===== config.mk =====
export PLATFORM = sky130hd
export DESIGN_NAME = pixel_scheduler
export DESIGN_NICKNAME = d
export VERILOG_FILES = /design/src/rtl/mandel_pkg.sv /design/src/rtl/coord_stepper.sv /design/src/rtl/pixel_scheduler.sv
export SDC_FILE = /design/constraint.sdc
export NUM_CORES = 1
export LEC_CHECK = 0
export ABC_AREA = 0
export CORE_UTILIZATION = 35
export DETAILED_ROUTE_END_ITERATION = 12
export GPL_ROUTABILITY_DRIVEN = 1
export HOLD_SLACK_MARGIN = 0.02
export PLACE_DENSITY = 0.52
export SKIP_CTS_REPAIR_TIMING = 1
export SYNTH_ARGS = -nofsm -noshare
export SYNTH_HDL_FRONTEND = slang
export SYNTH_SLANG_ARGS = --single-unit

===== constraint.sdc =====
create_clock -name sysclk -period 5.6 [get_ports sysclk]
set_input_delay 1.12 -clock sysclk [delete_from_list [all_inputs] [get_ports sysclk]]
set_output_delay 1.12 -clock sysclk [all_outputs]
set_load 0.005 [all_outputs]

===== src/rtl/mandel_pkg.sv =====
// rtl/mandel_pkg.sv - shared types and default geometry for the Mandelbrot front end
package mandel_pkg;

    localparam int H_RES_DEF   = 640;
    localparam int V_RES_DEF   = 480;
    localparam int FRAC_DEF    = 16;
    localparam int DEPTH_W_DEF = 8;

    typedef logic signed [31:0] coord_t;

    typedef enum logic [2:0] {
        ST_IDLE,
        ST_SETUP,
        ST_ISSUE,
        ST_WAIT,
        ST_OUTPUT
    } sched_state_t;

endpackage


===== src/rtl/coord_stepper.sv =====
// rtl/coord_stepper.sv - maps raster position to the complex plane by incremental stepping
module coord_stepper
    import mandel_pkg::*;
#(
    parameter int H_RES = H_RES_DEF,
    parameter int V_RES = V_RES_DEF
) (
    input  logic   sysclk,
    input  logic   reset_n,
    input  logic   init,
    input  logic   next_x,
    input  logic   next_line,
    input  coord_t center_re,
    input  coord_t center_im,
    input  coord_t step,
    output coord_t re_c,
    output coord_t im_c
);

    localparam coord_t HALF_W = coord_t'(H_RES / 2);
    localparam coord_t HALF_H = coord_t'(V_RES / 2);

    coord_t step_q;
    coord_t re_left;
    coord_t re_acc;
    coord_t im_acc;
    coord_t re_left_n;
    coord_t im_top;

    // Products wrap to 32 bits; a huge step simply aliases rather than saturating.
    assign re_left_n = center_re - HALF_W * step;
    assign im_top    = center_im + HALF_H * step;

    always_ff @(posedge sysclk or negedge reset_n) begin
        if (!reset_n) begin
            step_q  <= '0;
            re_left <= '0;
            re_acc  <= '0;
            im_acc  <= '0;
        end else if (init) begin
            step_q  <= step;
            re_left <= re_left_n;
            re_acc  <= re_left_n;
            im_acc  <= im_top;
        end else if (next_x) begin
            re_acc  <= re_acc + step_q;
        end else if (next_line) begin
            re_acc  <= re_left;
            im_acc  <= im_acc - step_q;
        end
    end

    assign re_c = re_acc;
    assign im_c = im_acc;

endmodule


===== src/rtl/pixel_scheduler.sv =====
// rtl/pixel_scheduler.sv - raster walker that feeds depth_calculator and streams its results
module pixel_scheduler
    import mandel_pkg::*;
#(
    parameter int H_RES   = H_RES_DEF,
    parameter int V_RES   = V_RES_DEF,
    parameter int DEPTH_W = DEPTH_W_DEF
) (
    input  logic               sysclk,
    input  logic               reset_n,
    input  logic               enable,
    input  coord_t             center_re,
    input  coord_t             center_im,
    input  coord_t             step,
    output logic               calc_start,
    output logic [9:0]         calc_x,
    output logic [8:0]         calc_y,
    output coord_t             calc_re_c,
    output coord_t             calc_im_c,
    input  logic [DEPTH_W-1:0] calc_depth,
    input  logic               calc_done,
    output logic               pix_valid,
    input  logic               pix_ready,
    output logic [DEPTH_W-1:0] pix_depth,
    output logic [9:0]         pix_x,
    output logic [8:0]         pix_y,
    output logic               pix_sof,
    output logic               pix_eol,
    output logic               frame_done,
    output logic               busy
);

    sched_state_t state, state_n;
    logic [9:0]   x;
    logic [8:0]   y;
    logic         done_q;
    logic         done_edge;
    logic         last_x;
    logic         last_y;
    logic         accept;
    logic         capture;
    logic         init;
    logic         next_x;
    logic         next_line;

    // A done level held over from the previous pixel must not count; only a fresh rise does.
    assign done_edge = calc_done & ~done_q;
    assign last_x    = (x == 10'(H_RES - 1));
    assign last_y    = (y == 9'(V_RES - 1));
    assign capture   = (state == ST_WAIT) & done_edge;
    assign accept    = (state == ST_OUTPUT) & pix_valid & pix_ready;

    always_comb begin
        state_n   = state;
        init      = 1'b0;
        next_x    = 1'b0;
        next_line = 1'b0;
        case (state)
            ST_IDLE:   if (enable) state_n = ST_SETUP;
            ST_SETUP: begin
                init    = 1'b1;
                state_n = ST_ISSUE;
            end
            ST_ISSUE:  state_n = ST_WAIT;
            ST_WAIT:   if (done_edge) state_n = ST_OUTPUT;
            ST_OUTPUT: begin
                if (accept) begin
                    if (!last_x) begin
                        next_x  = 1'b1;
                        state_n = ST_ISSUE;
                    end else if (!last_y) begin
                        next_line = 1'b1;
                        state_n   = ST_ISSUE;
                    end else begin
                        state_n = enable ? ST_SETUP : ST_IDLE;
                    end
                end
            end
            default:   state_n = ST_IDLE;
        endcase
    end

    always_ff @(posedge sysclk or negedge reset_n) begin
        if (!reset_n) begin
            state      <= ST_IDLE;
            x          <= '0;
            y          <= '0;
            done_q     <= 1'b0;
            pix_valid  <= 1'b0;
            pix_depth  <= '0;
            pix_x      <= '0;
            pix_y      <= '0;
            pix_sof    <= 1'b0;
            pix_eol    <= 1'b0;
            frame_done <= 1'b0;
        end else begin
            state      <= state_n;
            done_q     <= calc_done;
            frame_done <= 1'b0;
            if (init) begin
                x <= '0;
                y <= '0;
            end else if (next_x) begin
                x <= x + 10'd1;
            end else if (next_line) begin
                x <= '0;
                y <= y + 9'd1;
            end
            if (capture) begin
                pix_valid <= 1'b1;
                pix_depth <= calc_depth;
                pix_x     <= x;
                pix_y     <= y;
                pix_sof   <= (x == 10'd0) && (y == 9'd0);
                pix_eol   <= last_x;
            end else if (accept) begin
                pix_valid  <= 1'b0;
                frame_done <= last_x & last_y;
            end
        end
    end

    coord_stepper #(.H_RES(H_RES), .V_RES(V_RES)) u_coord_stepper (
        .sysclk    (sysclk),
        .reset_n   (reset_n),
        .init      (init),
        .next_x    (next_x),
        .next_line (next_line),
        .center_re (center_re),
        .center_im (center_im),
        .step      (step),
        .re_c      (calc_re_c),
        .im_c      (calc_im_c)
    );

    assign calc_start = (state == ST_ISSUE);
    assign calc_x     = x;
    assign calc_y     = y;
    assign busy       = (state != ST_IDLE);

endmodule

==> impl_metrics.tcl, run 1 <==
set metrics [dict create \
    status "finished, final reports clean" \
    ys.flop_type "dfrtp_1" \
    synth_async_sr_flop_share 1.00 \
    reg2reg_slack_ns 1.90 \
    drv_cap 0 \
    drt-total-wl_microns 51900 \
    slew_viol_final 0 \
    multi_input_area_sq_um 12200 \
    insertion_delay_ns 0.47 \
    cpMaxStageDelayCell "fa_1" \
    ff_latch_area_sq_um 4550 \
    fin_util 0.480 \
    antennaDiodeCount 0 \
    power_density_nw_per_um2 575 \
    finalWorstSetupSlack_ns 0.0428 \
    cp_common_cell "a21oi_2" \
    io_buffers 224 \
    worstPathArrival_ns 5.88 \
    whs_path_depth 2 \
    endpoint_kind "flop" \
    fill_cells 4747 \
    crit_type "primary input to flop" \
    synth_top_area_share 0.267 \
    finalNonFillerCells 3120 \
    synth.top_cells.by_area "dfrtp_1, ha_1, nand2_1" \
    cts-root-buf "clkbuf_16" \
    crit_required_ns 5.92 \
    hold_class "flop to flop" \
    drc 0 \
    synth-seq-cells 182 \
    worstRegToRegCells 14 \
    dr.first_iter.drc_count 625 \
    min-delay-start "u_coord_stepper.re_left[30]$_DFFE_PN0P_" \
    dieArea_sq_um 49600 \
    yosys.area.top_type "dfrtp_1" \
    period_minus_slack_ns 5.56 \
    dr.pass1.iters 4 \
    yosysMostFrequentCell "nand2_1" \
    fin_crit_sh 0.992 \
    worst_pin_slew_ns 0.967 \
    cts.clk_slew.worst_paths_ns 0.08 \
    routedWlPerCell_microns 16.6 \
    synth-edff-count 0 \
    setup_viol_count_final 0 \
    antenna_found_initial 0 \
    grt_pass1_vias 16012 \
    slew-limit-headroom 0.355 \
    synth_cells 2051 \
    hpwlAfterDp_microns 41800 \
    grtUsageTotal 0.213 \
    r2r-start "u_coord_stepper.step_q[0]$_DFFE_PN0P_" \
    critical_path_depth 26 \
    clockBufferDepth 2 \
    dieWidth_microns 223 \
    grt-ovfl-total 0 \
    cts_htree_levels 4 \
    place_worst_setup_slack_ns -1.01 \
    finalPower_w 0.0132 \
    grt_first_pass_wirelength_microns 84100 \
    ir_worst_vdd_mv 0.181 \
    die_y_microns 223 \
    critPathMaxFanout 4 \
    ys_top_cells_by_count "nand2_1, ha_1, inv_1" \
    cts_tree "done" \
    start_kind "primary input" \
    fin_skew_ns 0.0141 \
    rows 80 \
    synth_warnings 0 \
    syn-cell-area_sq_um 17100 \
    fmax_mhz 180 \
    crit_buf_inv 5 \
    cts.sinks 182 \
    nNetsFinal 2870 \
    io_pins 225 \
    hold_end "u_coord_stepper.re_left[30]$_DFFE_PN0P_" \
    gp_congestion 0.866 \
    critPathTopFamily "compound AO/OA/AOI/OAI gates" \
    ant_nets 0 \
    yosysUniqueCellTypes 72 \
    r2r-end "u_coord_stepper.re_c[30]$_DFFE_PN0P_" \
    syn_avg_cell_area_sq_um 8.32 \
    numCtsBuffers 17 \
    ys_seq_area_frac 0.267 \
    drive_above_1_share 0.158 \
    grt_start_max_net_pins 94 \
    vias_per_cell 5.09 \
    vias 15871 \
    syn_to_final_growth_pct 35.0 \
    core_area_sq_um 47900 \
    rsz0062_at_grt "yes" \
    hold_viol 0 \
    crit_path_max_incr_delay_ns 0.49 \
    initial_core_util 0.356 \
    p_leak_nw 11.1 \
    synth_nets 2429 \
    place_inst 3078 \
]
## sequential cells by signal, indices dropped and copies added (netlist names)
signal,flops
frame_done,1
u_coord_stepper.im_c,32
state,3
u_coord_stepper.re_left,32
u_coord_stepper.re_c,32
calc_y,9
pix_sof,1
pix_depth,8
pix_y,9
done_q,1
pix_eol,1
calc_x,10
pix_valid,1
pix_x,10
u_coord_stepper.step_q,32
## power breakdown
part | internal, W | leakage, nW | switching, W
logic | 0.00485 | 8.51 | 0.00477
registers | 0.00183 | 2.26 | 0.000516
clock network | 0.000641 | 0.292 | 0.000631
## placed cells by master (no fill, tap or decap), types with 25 or more instances in the layout
| cell type | count |
|---|---|
| nand2_1 | 292 |
| buf_4 | 249 |
| clkdlybuf4s50_1 | 207 |
| ha_1 | 195 |
| inv_1 | 187 |
| dfrtp_1 | 182 |
| a21oi_1 | 154 |
| o21ai_0 | 147 |
| nor2_1 | 101 |
| xnor2_1 | 95 |
| a21o_1 | 73 |
| xor2_1 | 56 |
| fa_1 | 51 |
| nand3_1 | 34 |
| nand2b_1 | 32 |
| a31oi_1 | 25 |
## area by class of cell
| type | instances | share of cell area |
|---|---|---|
| inverter | 191 | 0.0311 |
| tap | 615 | 0.0334 |
| timing repair buffer | 479 | 0.183 |
| clock inverter | 15 | 0.00799 |
| sequential | 182 | 0.198 |
| multi-input combinational | 1621 | 0.529 |
| clock buffer | 17 | 0.0185 |
## per-layer routing
metal,global-route usage,wire [microns],up-vias
met2,0.368,25000,233
met3,0.0204,1320,40
met5,0,0,-
li1,-,-,8029
met1,0.286,24900,7569
met4,0.0472,699,0
## worst reg2reg max path: cells and delay by family (launching register included)
family	cells	cell delay [ns]
AOI/OAI and AO/OA	10	2.46
adders and majority gates	2	0.49
buffers and inverters	1	0.08
DFF	1	0.48
and+or+nand+nor	1	0.05
## cell families (layout without fill, tap and decap cells)
kind of cell / count (synthesis) / count (layout) / share of synthesized area
compound gates: 590 / 590 / 0.214
simple gates: 598 / 598 / 0.160
xor+xnor: 152 / 152 / 0.0780
buf+inv: 248 / 702 / 0.0547
mux: 12 / 12 / 0.00704
fa+ha+maj: 269 / 269 / 0.220
flops: 182 / 182 / 0.267
## worst max-delay path by stage
stage          startpoint                                   end
2_1_floorplan     step[0]  u_coord_stepper.im_c[31]$_DFFE_PN0P_
3_3_place_gp      step[1]  u_coord_stepper.re_c[31]$_DFFE_PN0P_
3_5_place_dp      step[1]  u_coord_stepper.re_c[30]$_DFFE_PN0P_
4_1_cts           step[1]  u_coord_stepper.re_c[30]$_DFFE_PN0P_
5_1_grt           step[9]  u_coord_stepper.im_c[31]$_DFFE_PN0P_
6_report          step[5]  u_coord_stepper.im_c[31]$_DFFE_PN0P_
## through the flow
stage	setup TNS, ns	hold slack [ns]	instance area [sq um]
after floorplan	-0.0120	0.432	17300
after global placement	-25.11	0.445	21900
after detailed placement	-25.94	0.454	21900
after CTS	-8.59	0.479	22500
after global routing	-0.524	0.501	23000
final	0	0.475	23000
(Power assumes the default switching activity.)
==> run 2: changes to the inputs <==
CAP_MARGIN = 5   (was default)
CORE_MARGIN = 4   (was default)
CTS_CLUSTER_DIAMETER = 100   (was default)
==> impl_metrics.tcl, run 2 (synthesis results as in run 1) <==
set metrics [dict create \
    nNetsFinal 2874 \
    dr.first_iter.drc_count 817 \
    gp_congestion 0.866 \
    hold_viol 0 \
    io_pins 225 \
    dieArea_sq_um 52300 \
    hold_class "flop to flop" \
    hpwlAfterDp_microns 42600 \
    timing.hold.ws_ns 0.470 \
    cp_common_cell "and3_4" \
    crit_required_ns 5.91 \
    drive_above_1_share 0.160 \
    min-delay-start "u_coord_stepper.re_left[9]$_DFFE_PN0P_" \
    rsz0062_at_grt "yes" \
    grtUsageTotal 0.202 \
    cpMaxStageDelayCell "fa_1" \
    antenna_found_initial 0 \
    finalWorstSetupSlack_ns 0.114 \
    slew_viol_final 0 \
    numCtsBuffers 17 \
    die_y_microns 229 \
    drt-total-wl_microns 53200 \
    fin_crit_sh 0.980 \
    period_minus_slack_ns 5.49 \
    cts-root-buf "clkbuf_16" \
    ant_nets 0 \
    antennaDiodeCount 0 \
    cts.clk_slew.worst_paths_ns 0.08 \
    dr.pass1.iters 5 \
    io_buffers 224 \
    dieWidth_microns 229 \
    insertion_delay_ns 0.46 \
    setup_viol_count_final 0 \
    mostFrequentLayoutCell "nand2_1" \
    core_area_sq_um 47900 \
    cts_htree_levels 4 \
    grt_first_pass_wirelength_microns 85800 \
    place_inst 3079 \
    grt_start_max_net_pins 101 \
    cts.sinks 182 \
    r2r-start "u_coord_stepper.step_q[0]$_DFFE_PN0P_" \
    setup-tns-final_ns 0 \
    fin_util 0.480 \
    finalNonFillerCells 3123 \
    worst_pin_slew_ns 0.941 \
    vias 16002 \
    crit_type "primary input to flop" \
    worstPathArrival_ns 5.80 \
    endpoint_kind "flop" \
    place_worst_setup_slack_ns -1.04 \
    final_cell_mix "nand2_1, buf_4, clkdlybuf4s50_1" \
    initial_core_util 0.356 \
    rows 80 \
    crit_start "step[6]" \
    syn_to_final_growth_pct 35.0 \
    cts_tree "done" \
    grt-ovfl-total 0 \
    routedWlPerCell_microns 17.0 \
    fin_skew_ns 0.0107 \
    fill_cells 4746 \
    start_kind "primary input" \
    drv_cap 0 \
    slew-limit-headroom 0.373 \
    drc 0 \
    p_leak_nw 11.0 \
    grt_pass1_vias 16198 \
    power_density_nw_per_um2 574 \
    fmax_mhz 182 \
    status "finished, final reports clean" \
    clockBufferDepth 2 \
    vias_per_cell 5.12 \
    crit_path_max_incr_delay_ns 0.49 \
    ir_worst_vdd_mv 0.220 \
    critPathMaxFanout 5 \
]
[run 2: cell count changes in the layout (fill, tap and decap cells not counted), sizes merged]
cell / delta
bufinv: -1
dlymetal6s2s: -3
clkinv: +1
clkdlybuf4s50: -1
clkinvlp: -1
buf: +8
[run 2: area by class of cell]
cell class | count | area (sq um) | share of cell area
repair buffers | 483 | 4230 | 0.184
multi-input cells | 1621 | 12200 | 0.530
inverters | 191 | 717 | 0.0311
clock inverters | 14 | 135 | 0.00587
clock buffers | 17 | 425 | 0.0185
well taps | 615 | 769 | 0.0334
flip-flops and latches | 182 | 4550 | 0.198
[run 2: through the flow]
stage / cell area, sq um / power [W]
final: 23000 / 0.0132
after global routing: 23000 / 0.0145
after CTS: 22500 / 0.0130
after detailed placement: 21900 / 0.0117
after global placement: 21900 / 0.0116
after floorplan: 17300 / 0.00832
[run 2: power by group]
part | internal [W] | switching, W
registers | 0.00183 | 0.000510
logic | 0.00487 | 0.00481
clock network | 0.000588 | 0.000617
total | 0.00729 | 0.00594
[run 2: worst paths after layout]
| kind | to | slack, ns | cells after the start |
|---|---|---|---|
| min | u_coord_stepper.re_left[9]$_DFFE_PN0P_ | 0.47 | 2 |
| min in group asynchronous | u_coord_stepper.re_c[4]$_DFFE_PN0P_ | 0.74 | 1 |
| min reg2reg | u_coord_stepper.re_left[9]$_DFFE_PN0P_ | 0.47 | 2 |
| max reg2reg | u_coord_stepper.im_c[30]$_DFFE_PN0P_ | 1.89 | 13 |
| max | u_coord_stepper.im_c[31]$_DFFE_PN0P_ | 0.11 | 25 |
| max in group asynchronous | calc_y[8]$_DFFE_PN0P_ | 3.59 | 2 |
[run 2: worst max-delay path, delay by kind of cell]
kind | cells | cell delay (ns)
fa+ha+maj | 5 | 1.78
compound gates | 6 | 1.22
simple gates | 8 | 1.04
buf+inv | 4 | 0.36
xor+xnor | 2 | 0.29
[run 2: layer usage]
| layer | GRT usage | vias to the layer above | routed length (microns) |
|---|---|---|---|
| met5 | 0 | - | 0 |
| met4 | 0.0475 | 0 | 928 |
| met3 | 0.0209 | 52 | 1650 |
| met2 | 0.350 | 280 | 25500 |
| met1 | 0.271 | 7605 | 25100 |
| li1 | - | 8065 | - |
==> run 3: changes to the inputs <==
--- a/config.mk
+++ b/config.mk
@@ -9,4 +9,5 @@
 export CAP_MARGIN = 5
-export CORE_MARGIN = 4
+export CORE_MARGIN = 2
 export CORE_UTILIZATION = 35
+export CTS_BUF_LIST = sky130_fd_sc_hd__clkbuf_4 sky130_fd_sc_hd__clkbuf_8
 export CTS_CLUSTER_DIAMETER = 100
==> constraint.sdc (replaced) <==
create_clock -name sysclk -period 5.6 [get_ports sysclk]
set_input_delay 0.56 -clock sysclk [delete_from_list [all_inputs] [get_ports sysclk]]
set_output_delay 0.56 -clock sysclk [all_outputs]
set_load 0.005 [all_outputs]
==> impl_metrics.tcl, run 3 (synthesis results as in run 1) <==
set metrics [dict create \
    status "finished, final reports clean" \
    antenna_found_initial 0 \
    cts_htree_levels 4 \
    slew_viol_final 0 \
    fin_crit_sh 0.951 \
    numCtsBuffers 17 \
    hold_class "primary input to asynchronous set/reset pin" \
    routedWlPerCell_microns 17.0 \
    grt_first_pass_wirelength_microns 83000 \
    switching_share 0.462 \
    place_inst 3011 \
    drv_cap 0 \
    r2r-start "calc_x[0]$_DFFE_PN0P_" \
    final_cell_mix "nand2_1, clkdlybuf4s50_1, ha_1" \
    cts.clk_slew.worst_paths_ns 0.13 \
    die_y_microns 225 \
    gp_congestion 0.875 \
    r2r-end "u_coord_stepper.re_c[30]$_DFFE_PN0P_" \
    insertion_delay_ns 0.52 \
    dieArea_sq_um 50500 \
    slew-limit-headroom 0.272 \
    worst_pin_slew_ns 1.09 \
    drt-total-wl_microns 51800 \
    critPathMaxFanout 2 \
    reg2reg_slack_ns 1.71 \
    start_kind "primary input" \
    power.internal_w 0.00670 \
    ir_worst_vdd_mv 0.238 \
    period_minus_slack_ns 5.32 \
    comb_power_share 0.734 \
    p_seq_frac 0.188 \
    dr.pass1.iters 5 \
    nNetsFinal 2794 \
    initial_core_util 0.356 \
    ant_nets 0 \
    hold_viol 0 \
    grt_start_max_net_pins 93 \
    grt-ovfl-total 0 \
    crit_path_max_incr_delay_ns 0.51 \
    power_density_nw_per_um2 571 \
    power.switching_w 0.00575 \
    cts-root-buf "clkbuf_8" \
    placedInstanceArea_sq_um 21200 \
    syn_to_final_growth_pct 27.8 \
    vias_per_cell 5.15 \
    worstPathArrival_ns 5.72 \
    crit_type "primary input to flop" \
    io_pins 225 \
    worstRegToRegCells 12 \
    crit_buf_inv 5 \
    fill_cells 4811 \
    antennaDiodeCount 0 \
    critical_path_depth 26 \
    rows 80 \
    cts.sinks 182 \
    endpoint_kind "flop" \
    clockBufferDepth 2 \
    crit_required_ns 6.00 \
    power_frac_clock 0.078 \
    fmax_mhz 188 \
    endpoint "u_coord_stepper.im_c[29]$_DFFE_PN0P_" \
    crit_start "step[9]" \
    critPathTopFamily "adder cells" \
    grtUsageTotal 0.208 \
    setup_viol_count_final 0 \
    io_buffers 224 \
    cpMaxStageDelayCell "clkdlybuf4s50_1" \
    finalPower_w 0.0124 \
    grt_pass1_vias 15944 \
    dr.first_iter.drc_count 837 \
    final_cell_area_sq_um 21800 \
    drc 0 \
    dieWidth_microns 225 \
    cts_tree "done" \
    fin_skew_ns 0.0288 \
    finalNonFillerCells 3044 \
    vias 15681 \
    hpwlAfterDp_microns 42000 \
    core_area_sq_um 47900 \
    drive_above_1_share 0.105 \
    p_leak_nw 10.6 \
    mostFrequentLayoutCell "nand2_1" \
]
run 3: stage by stage:
stage               worst slack [ns]  hold slack (ns)   TNS, ns  utilization
floorplan                      0.149            0.264         0            -
global placement              -0.775            0.445    -10.34        0.442
detailed placement            -0.857            0.453     -9.86        0.442
CTS                           -0.265            0.110    -0.836        0.451
global route                -0.00736            0.136  -0.00736        0.455
finish                         0.275            0.104         0        0.455
run 3: layout make-up:
class	instances	area, sq um	share of cell area
clock buffer	18	248	0.0114
multi-input combinational	1621	11700	0.538
timing repair buffer	403	3610	0.166
inverter	191	717	0.0329
sequential	182	4550	0.209
clock inverter	14	180	0.00826
tap	615	769	0.0353
run 3: worst min-delay path by stage:
stage,start,to,slack [ns],cells past startpoint
global placement,u_coord_stepper.re_left[14]$_DFFE_PN0P_,u_coord_stepper.re_left[14]$_DFFE_PN0P_,0.45,2
floorplan,reset_n,calc_x[0]$_DFFE_PN0P_,0.26,0
global route,reset_n,u_coord_stepper.re_c[10]$_DFFE_PN0P_,0.14,1
detailed placement,u_coord_stepper.re_left[14]$_DFFE_PN0P_,u_coord_stepper.re_left[14]$_DFFE_PN0P_,0.45,2
finish,reset_n,u_coord_stepper.re_c[17]$_DFFE_PN0P_,0.10,1
CTS,reset_n,u_coord_stepper.re_c[10]$_DFFE_PN0P_,0.11,1
run 3: layer usage:
metal / GRT usage / wire length [microns] / vias up
li1: - / - / 7902
met5: 0 / 0 / -
met3: 0.0219 / 1610 / 40
met4: 0.0451 / 777 / 0
met2: 0.364 / 25000 / 274
met1: 0.275 / 24400 / 7465
run 3: worst reg2reg max path, cell delays in order (launching register included):
cell and delay, ns:
dfrtp_1 0.48, ha_1 0.22, and3_1 0.20, and3_1 0.25, nand4_1 0.39, or3_2 0.90, buf_4 0.41, o21ai_0 0.37
nor2_1 0.07, a31oi_1 0.14, o22ai_1 0.10, a31oi_1 0.18, a21oi_1 0.09
run 3: power by group through the flow:
stage | clock [W] | combinational, W | sequential (W)
floorplan | 0 | 0.00603 | 0.00215
global placement | 0 | 0.00891 | 0.00237
detailed placement | 0 | 0.00902 | 0.00237
CTS | 0.00101 | 0.00908 | 0.00235
global route | 0.00106 | 0.0103 | 0.00241
finish | 0.000971 | 0.00914 | 0.00234
